### src/rtl/serial_monitor.sv
// serial_monitor: UART byte-command debug monitor that owns the RAM port and the cpu reset/halt pins.
// Latency: an L write lands one edge after its rx data byte; each dump byte reaches tx 3 cycles after its read starts.
// Backpressure: tx_data/tx_valid are held until tx_ready; rx has none, so bytes arriving in busy states are dropped.
// Ports: clk, reset (synchronous, active-high)
//   rx_data/rx_valid          byte stream from the UART receiver
//   tx_data/tx_valid/tx_ready byte stream to the UART transmitter
//   mem_*                     RAM port; mem_own=1 muxes the RAM to this block, 0 to the cpu
//   cpu_reset/cpu_halt/cpu_halted/start_address  cpu control pins
module serial_monitor #(
  parameter int addr_width = 9  // must be <= 16: the addr/count registers are 16 bits
) (
  input  logic                  clk,
  input  logic                  reset,
  input  logic [7:0]            rx_data,
  input  logic                  rx_valid,
  output logic [7:0]            tx_data,
  output logic                  tx_valid,
  input  logic                  tx_ready,
  input  logic [7:0]            mem_data_out,
  output logic [7:0]            mem_data_in,
  output logic [addr_width-1:0] mem_raddr,
  output logic [addr_width-1:0] mem_waddr,
  output logic                  mem_write,
  output logic                  mem_own,
  output logic                  cpu_reset,
  output logic                  cpu_halt,
  input  logic                  cpu_halted,
  output logic [addr_width-1:0] start_address
);

  localparam logic [7:0] CH_L = 8'h4C;
  localparam logic [7:0] CH_D = 8'h44;
  localparam logic [7:0] CH_R = 8'h52;
  localparam logic [7:0] CH_H = 8'h48;
  localparam logic [7:0] CH_K = 8'h4B;
  localparam logic [7:0] CH_E = 8'h45;
  localparam logic [7:0] CH_Q = 8'h3F;

  typedef enum logic [3:0] {
    S_IDLE, S_ARG, S_LDATA, S_DREAD, S_DWAIT, S_DLATCH, S_DSEND, S_RREL, S_HWAIT, S_ACK
  } state_t;

  state_t state_q, state_d;
  logic [7:0]            cmd_q, cmd_d;
  logic [1:0]            arg_left_q, arg_left_d;  // argument bytes still expected, minus one
  logic [15:0]           addr_q, addr_d;
  logic [15:0]           cnt_q, cnt_d;
  logic [7:0]            tx_data_q, tx_data_d;
  logic                  tx_valid_q, tx_valid_d;
  logic [7:0]            mem_data_in_q, mem_data_in_d;
  logic [addr_width-1:0] mem_raddr_q, mem_raddr_d;
  logic [addr_width-1:0] mem_waddr_q, mem_waddr_d;
  logic                  mem_write_q, mem_write_d;
  logic                  mem_own_q, mem_own_d;
  logic                  cpu_reset_q, cpu_reset_d;
  logic                  cpu_halt_q, cpu_halt_d;
  logic [addr_width-1:0] start_address_q, start_address_d;
  logic [7:0]            ack_byte;

  logic        tx_fire;
  logic        arg_done;
  logic [15:0] arg_last;  // final 16-bit argument, including the byte arriving now

  assign tx_fire  = tx_valid_q & tx_ready;
  assign arg_done = (state_q == S_ARG) && rx_valid && (arg_left_q == 2'd0);
  assign arg_last = {cnt_q[7:0], rx_data};

  // State register
  always_ff @(posedge clk) begin
    if (reset) state_q <= S_IDLE;
    else       state_q <= state_d;
  end

  // Next-state logic; ack_byte is the reply loaded whenever ACK is entered
  always_comb begin
    state_d  = state_q;
    ack_byte = CH_K;
    case (state_q)
      S_IDLE: if (rx_valid) begin
        case (rx_data)
          CH_L, CH_D: begin
            if (mem_own_q) state_d = S_ARG;
            else begin state_d = S_ACK; ack_byte = CH_E; end
          end
          CH_R:    state_d = S_ARG;
          CH_H:    state_d = cpu_reset_q ? S_ACK : S_HWAIT;
          default: begin state_d = S_ACK; ack_byte = CH_Q; end
        endcase
      end
      S_ARG: if (arg_done) begin
        if (cmd_q == CH_R)          state_d = S_RREL;
        else if (arg_last == 16'd0) state_d = S_ACK;
        else if (cmd_q == CH_L)     state_d = S_LDATA;
        else                        state_d = S_DREAD;
      end
      S_LDATA:  if (rx_valid && cnt_q == 16'd1) state_d = S_ACK;
      S_DREAD:  state_d = S_DWAIT;
      S_DWAIT:  state_d = S_DLATCH;
      S_DLATCH: state_d = S_DSEND;
      S_DSEND:  if (tx_fire) state_d = (cnt_q == 16'd1) ? S_ACK : S_DREAD;
      S_RREL:   state_d = S_ACK;
      S_HWAIT:  if (cpu_halted) state_d = S_ACK;
      S_ACK:    if (tx_fire) state_d = S_IDLE;
      default:  state_d = S_IDLE;
    endcase
  end

  // Datapath and registered outputs
  always_comb begin
    cmd_d           = cmd_q;
    arg_left_d      = arg_left_q;
    addr_d          = addr_q;
    cnt_d           = cnt_q;
    tx_data_d       = tx_data_q;
    tx_valid_d      = tx_valid_q;
    mem_data_in_d   = mem_data_in_q;
    mem_raddr_d     = mem_raddr_q;
    mem_waddr_d     = mem_waddr_q;
    mem_write_d     = 1'b0;
    mem_own_d       = mem_own_q;
    cpu_reset_d     = cpu_reset_q;
    cpu_halt_d      = cpu_halt_q;
    start_address_d = start_address_q;
    case (state_q)
      S_IDLE: if (rx_valid) begin
        cmd_d      = rx_data;
        arg_left_d = (rx_data == CH_R) ? 2'd1 : 2'd3;
        if (rx_data == CH_H && !cpu_reset_q) cpu_halt_d = 1'b1;
      end
      S_ARG: if (rx_valid) begin
        // Big-endian shift: after four bytes addr holds the first pair, cnt the second
        {addr_d, cnt_d} = {addr_q[7:0], cnt_q, rx_data};
        arg_left_d      = arg_left_q - 2'd1;
        if (arg_done && cmd_q == CH_R) begin
          start_address_d = arg_last[addr_width-1:0];
          // mem_own rises with cpu_reset so the pair always moves together, even on a restart
          cpu_reset_d     = 1'b1;
          mem_own_d       = 1'b1;
        end
      end
      S_LDATA: if (rx_valid) begin
        mem_write_d   = 1'b1;
        mem_waddr_d   = addr_q[addr_width-1:0];
        mem_data_in_d = rx_data;
        addr_d        = addr_q + 16'd1;
        cnt_d         = cnt_q - 16'd1;
      end
      S_DREAD:  mem_raddr_d = addr_q[addr_width-1:0];
      S_DLATCH: begin
        tx_data_d  = mem_data_out;
        tx_valid_d = 1'b1;
      end
      S_DSEND: if (tx_fire) begin
        tx_valid_d = 1'b0;
        addr_d     = addr_q + 16'd1;
        cnt_d      = cnt_q - 16'd1;
      end
      S_RREL: begin
        cpu_reset_d = 1'b0;
        mem_own_d   = 1'b0;
      end
      S_HWAIT: if (cpu_halted) begin
        cpu_halt_d  = 1'b0;
        cpu_reset_d = 1'b1;
        mem_own_d   = 1'b1;
      end
      S_ACK:   if (tx_fire) tx_valid_d = 1'b0;
      default: ;
    endcase
    // Every path into ACK loads the reply; this also covers DSEND's last transfer
    if (state_d == S_ACK && state_q != S_ACK) begin
      tx_valid_d = 1'b1;
      tx_data_d  = ack_byte;
    end
  end

  always_ff @(posedge clk) begin
    if (reset) begin
      cmd_q           <= 8'h00;
      arg_left_q      <= 2'd0;
      addr_q          <= 16'h0000;
      cnt_q           <= 16'h0000;
      tx_data_q       <= 8'h00;
      tx_valid_q      <= 1'b0;
      mem_data_in_q   <= 8'h00;
      mem_raddr_q     <= '0;
      mem_waddr_q     <= '0;
      mem_write_q     <= 1'b0;
      mem_own_q       <= 1'b1;
      cpu_reset_q     <= 1'b1;
      cpu_halt_q      <= 1'b0;
      start_address_q <= '0;
    end else begin
      cmd_q           <= cmd_d;
      arg_left_q      <= arg_left_d;
      addr_q          <= addr_d;
      cnt_q           <= cnt_d;
      tx_data_q       <= tx_data_d;
      tx_valid_q      <= tx_valid_d;
      mem_data_in_q   <= mem_data_in_d;
      mem_raddr_q     <= mem_raddr_d;
      mem_waddr_q     <= mem_waddr_d;
      mem_write_q     <= mem_write_d;
      mem_own_q       <= mem_own_d;
      cpu_reset_q     <= cpu_reset_d;
      cpu_halt_q      <= cpu_halt_d;
      start_address_q <= start_address_d;
    end
  end

  assign tx_data       = tx_data_q;
  assign tx_valid      = tx_valid_q;
  assign mem_data_in   = mem_data_in_q;
  assign mem_raddr     = mem_raddr_q;
  assign mem_waddr     = mem_waddr_q;
  assign mem_write     = mem_write_q;
  assign mem_own       = mem_own_q;
  assign cpu_reset     = cpu_reset_q;
  assign cpu_halt      = cpu_halt_q;
  assign start_address = start_address_q;

endmodule

### config.mk
export PLATFORM = sky130hd
export DESIGN_NAME = serial_monitor
export DESIGN_NICKNAME = d
export VERILOG_FILES = /design/src/rtl/serial_monitor.sv
export SDC_FILE = /design/constraint.sdc
export NUM_CORES = 1
export LEC_CHECK = 0
export ABC_CLOCK_PERIOD_IN_PS = 5700
export CELL_PAD_IN_SITES_DETAIL_PLACEMENT = 1
export CELL_PAD_IN_SITES_GLOBAL_PLACEMENT = 1
export CORE_MARGIN = 4
export CORE_UTILIZATION = 44
export CTS_BUF_LIST = sky130_fd_sc_hd__clkbuf_2
export DETAILED_ROUTE_END_ITERATION = 10
export PLACE_DENSITY = 0.93
export SETUP_SLACK_MARGIN = 0.1
export SYNTH_ARGS = -nofsm -noshare
export SYNTH_HDL_FRONTEND = slang
export SYNTH_SLANG_ARGS = --single-unit
### constraint.sdc
create_clock -name clk -period 5.7 [get_ports clk]
set_clock_uncertainty 0.05 [all_clocks]
set_input_delay 1.425 -clock clk [delete_from_list [all_inputs] [get_ports clk]]
set_output_delay 1.425 -clock clk [all_outputs]
set_load 0.01 [all_outputs]
==> reports/results.txt <==
The total overflow left after global routing is 0. In the post-synthesis netlist, the biggest area contributors are dfxtp_1, nand2_1, a21oi_1. The top cell type by area accounts for 40.2% of the synthesized area. Counting distinct cell types in the post-synthesis netlist gives 57. For this run, the leading register cell type out of synthesis is dfxtp_1. In this run the remaining antenna-violating nets after routing total 0. The antenna diode count was 0; the worst endpoint required time was 6140 ps. The critical path class is in2reg. The run gives 550 ps as the clock insertion delay at the later pin of the skew report.

In this run the static leakage power is 1.69 nW. The count of input and output buffers works out to 68. The worst setup path is launched from an input port. The total area inside the core boundary comes to 0.00937 mm2.

Setup repair after global routing left no endpoint under its margin. Synthesis inferred 86 register bits. The power density over the cells was 346 mW/mm2. The floorplan die width is 107 um, and the total of max-cap violations is 0.

The period utilization was 65.6%. The synthesized net count was 585; the depth of the CTS H-tree was 3. Across the VDD grid, the largest voltage drop is 0.000144 V. The count of final hold-check violations is 0. From synthesis to final layout, the design area changed by 19.7%. The tools report the buffers inserted during post-CTS setup optimization as 0. Cell accounting for the most synthesized area: dfxtp_1.

The most used standard cell by instance count after synthesis is nand2_1. The run gives 0.00499 mm2 as the placement-stage cell area. The worst setup path is captured at a flip-flop. Clock-pin slew was measured on the worst setup and hold paths at 260 ps. For this block, the routed nets add up to 12500 um of wire. In this run, post-CTS repair resized a total of 0 instances. In this run the tightest slew margin relative to its limit is 24.6%. The first-pass detailed-route iteration total was 4. Number of setup violations in the final report: 0. The setup TNS was 0 ps; the layout net count was 628.

The sequential element share of the synthesized area is 40.2%, and the arrival time at the worst endpoint is 4170 ps. The synthesized netlist occupies a cell area of 0.00428 mm2. Entering global routing, the biggest net connects 55 pins. The number of antenna violations at the first check in global routing came out at 0.

The synthesized design contains 0 enable-type register cells. Post-detailed-route via-to-cell ratio: 5.83. The cell count after synthesis came out at 559. The flow ran to the end, and the final reports show no timing, DRC or antenna violations. Across every metal layer, demand over resource in global routing totals 22.6%.

TritonCTS built the clock tree. The number of buffers inserted for hold repair after clock tree synthesis was 0; the mean cell area of the mapped netlist was 7.66 um2. The cell sitting at the root of the clock tree is a clkbuf_2. After floorplanning, the core was divided into 35 placement rows. Path class of the lowest-slack min-delay path: reg2reg. For this block, the initial DRC count from the detailed router was 231.

For the number of global-route vias before repair, the log shows 4289. The finished cells cover 0.00513 mm2. For the number of sinks on the clock net, the log shows 86. The share of flip-flops with an asynchronous set or reset was 0%.

The tools report the total via count in the routed design as 4292. In this run the deepest clock path goes through 2 buffers. The remaining routing DRC violations was 0. The die area was 0.0114 mm2; the maximum clock rate was 268 MHz.

The congestion estimate from routability-driven global placement came to 0.882. The number of slew-limit violations in the final report came out at 0. 69 I/O pins were placed.

The tools report the number of clock buffers inserted by TritonCTS as 9. Die extent in y: 107 um. The commonest cells after synthesis are nand2_1, dfxtp_1, a21oi_1, nor2_1.

The detailed-placement wirelength estimate is 8930 um, and the first-pass GRT wire length is 21300 um. Counting I/O delays and the setup requirement, the final critical path takes 3740 ps. The transition time at the pin with the least slew margin is 1130 ps, and the maximum fanout encountered on the critical timing path is 6. Once the floorplan was initialized, standard cells occupied 45.7% of the core. Yosys printed 0 warnings. The final routed wire length divided by cell count is 17.0 um. The minimum setup slack among reg-to-reg paths was 2750 ps; the fraction of final layout cells with drive strength greater than 1 was 5.93%.
[critical path: stages]
cell and delay (ps):
clkdlybuf4s50_1 510, or4b_1 640, nor4_1 380, a21oi_1 150, or4b_4 550, o2111a_2 190, a2111oi_4 320
[layer usage]
layer	routed length, um	global-route usage, %	share of wire [%]	up-vias
met3	555	4.15	4.4	17
met4	190	6.94	1.5	0
met2	6070	37.6	49	107
li1	-	-	-	2062
met5	0	0	0	-
met1	5670	29.8	45	2106
[area by class of cell]
cell class,count,area [um2]
multi-input combinational,421,2350
timing repair buffer,74,721
tap,129,161
inverter,10,37.5
fill,1207,4250
clock inverter,6,86.3
clock buffer,10,50.0
sequential,86,1720
[worst paths after layout]
path,from,cells past startpoint,to
min,mem_waddr[7]$_SDFFE_PP0P_,2,mem_waddr[7]$_SDFFE_PP0P_
min reg2reg,mem_waddr[7]$_SDFFE_PP0P_,2,mem_waddr[7]$_SDFFE_PP0P_
max reg2reg,state_q[0]$_SDFF_PP0_,5,tx_data[2]$_SDFFE_PP0P_
max,rx_data[7],7,tx_data[4]$_SDFFE_PP0P_
[cell usage in the layout (no fill, tap or decap), drive strengths merged, types with 5 or more instances in the layout]
cell type / count
clkdlybuf4s50: 67
ha: 5
mux2i: 13
inv: 10
buf: 7
nand2b: 5
o21ai: 32
a22oi: 9
a31oi: 8
nand3: 12
a21oi: 64
nor4: 11
clkbuf: 10
nor2b: 6
nor3: 15
nand2: 113
dfxtp: 86
nor2: 59
[sequential cells by signal, indices dropped and copies added (netlist names)]
register       cells
state_q            4
addr_q             9
cpu_halt           1
tx_valid           1
cpu_reset          1
mem_data_in        8
mem_raddr          9
mem_waddr          9
arg_left_q         2
cmd_q              8
start_address      9
tx_data            8
mem_write          1
cnt_q             16
[report_power, final]
part / internal [W] / leakage (nW) / total (W) / switching, W
Sequential: 0.000676 / 0.697 / 0.000767 / 0.0000909
Clock: 0.000147 / 0.0835 / 0.000368 / 0.000221
Combinational: 0.000267 / 0.912 / 0.000640 / 0.000372
Total: 0.00109 / 1.69 / 0.00177 / 0.000684
[through the flow]
step	std cells	util, %	hold WS (ps)	power [W]	setup slack (ps)
final	736	54.7	419	0.00177	1960
after global placement	720	53.2	390	0.00138	1470
after detailed placement	720	53.2	399	0.00141	1370
after CTS	736	54.7	423	0.00178	1990
after floorplan	559	-	381	0.00121	2140
after global routing	736	54.7	448	0.00189	1830
[cell families (layout without fill, tap and decap cells)]
family | Yosys count | after routing | share of synthesized area, %
buffers and inverters | 52 | 100 | 5.14
adder cells (fa/ha/maj) | 5 | 5 | 1.46
AO/OA/AOI/OAI | 152 | 152 | 22.4
multiplexers | 13 | 13 | 3.04
flip-flops | 86 | 86 | 40.2
AND/OR/NAND/NOR | 251 | 251 | 27.7
Power figures use the tool's default switching activity.
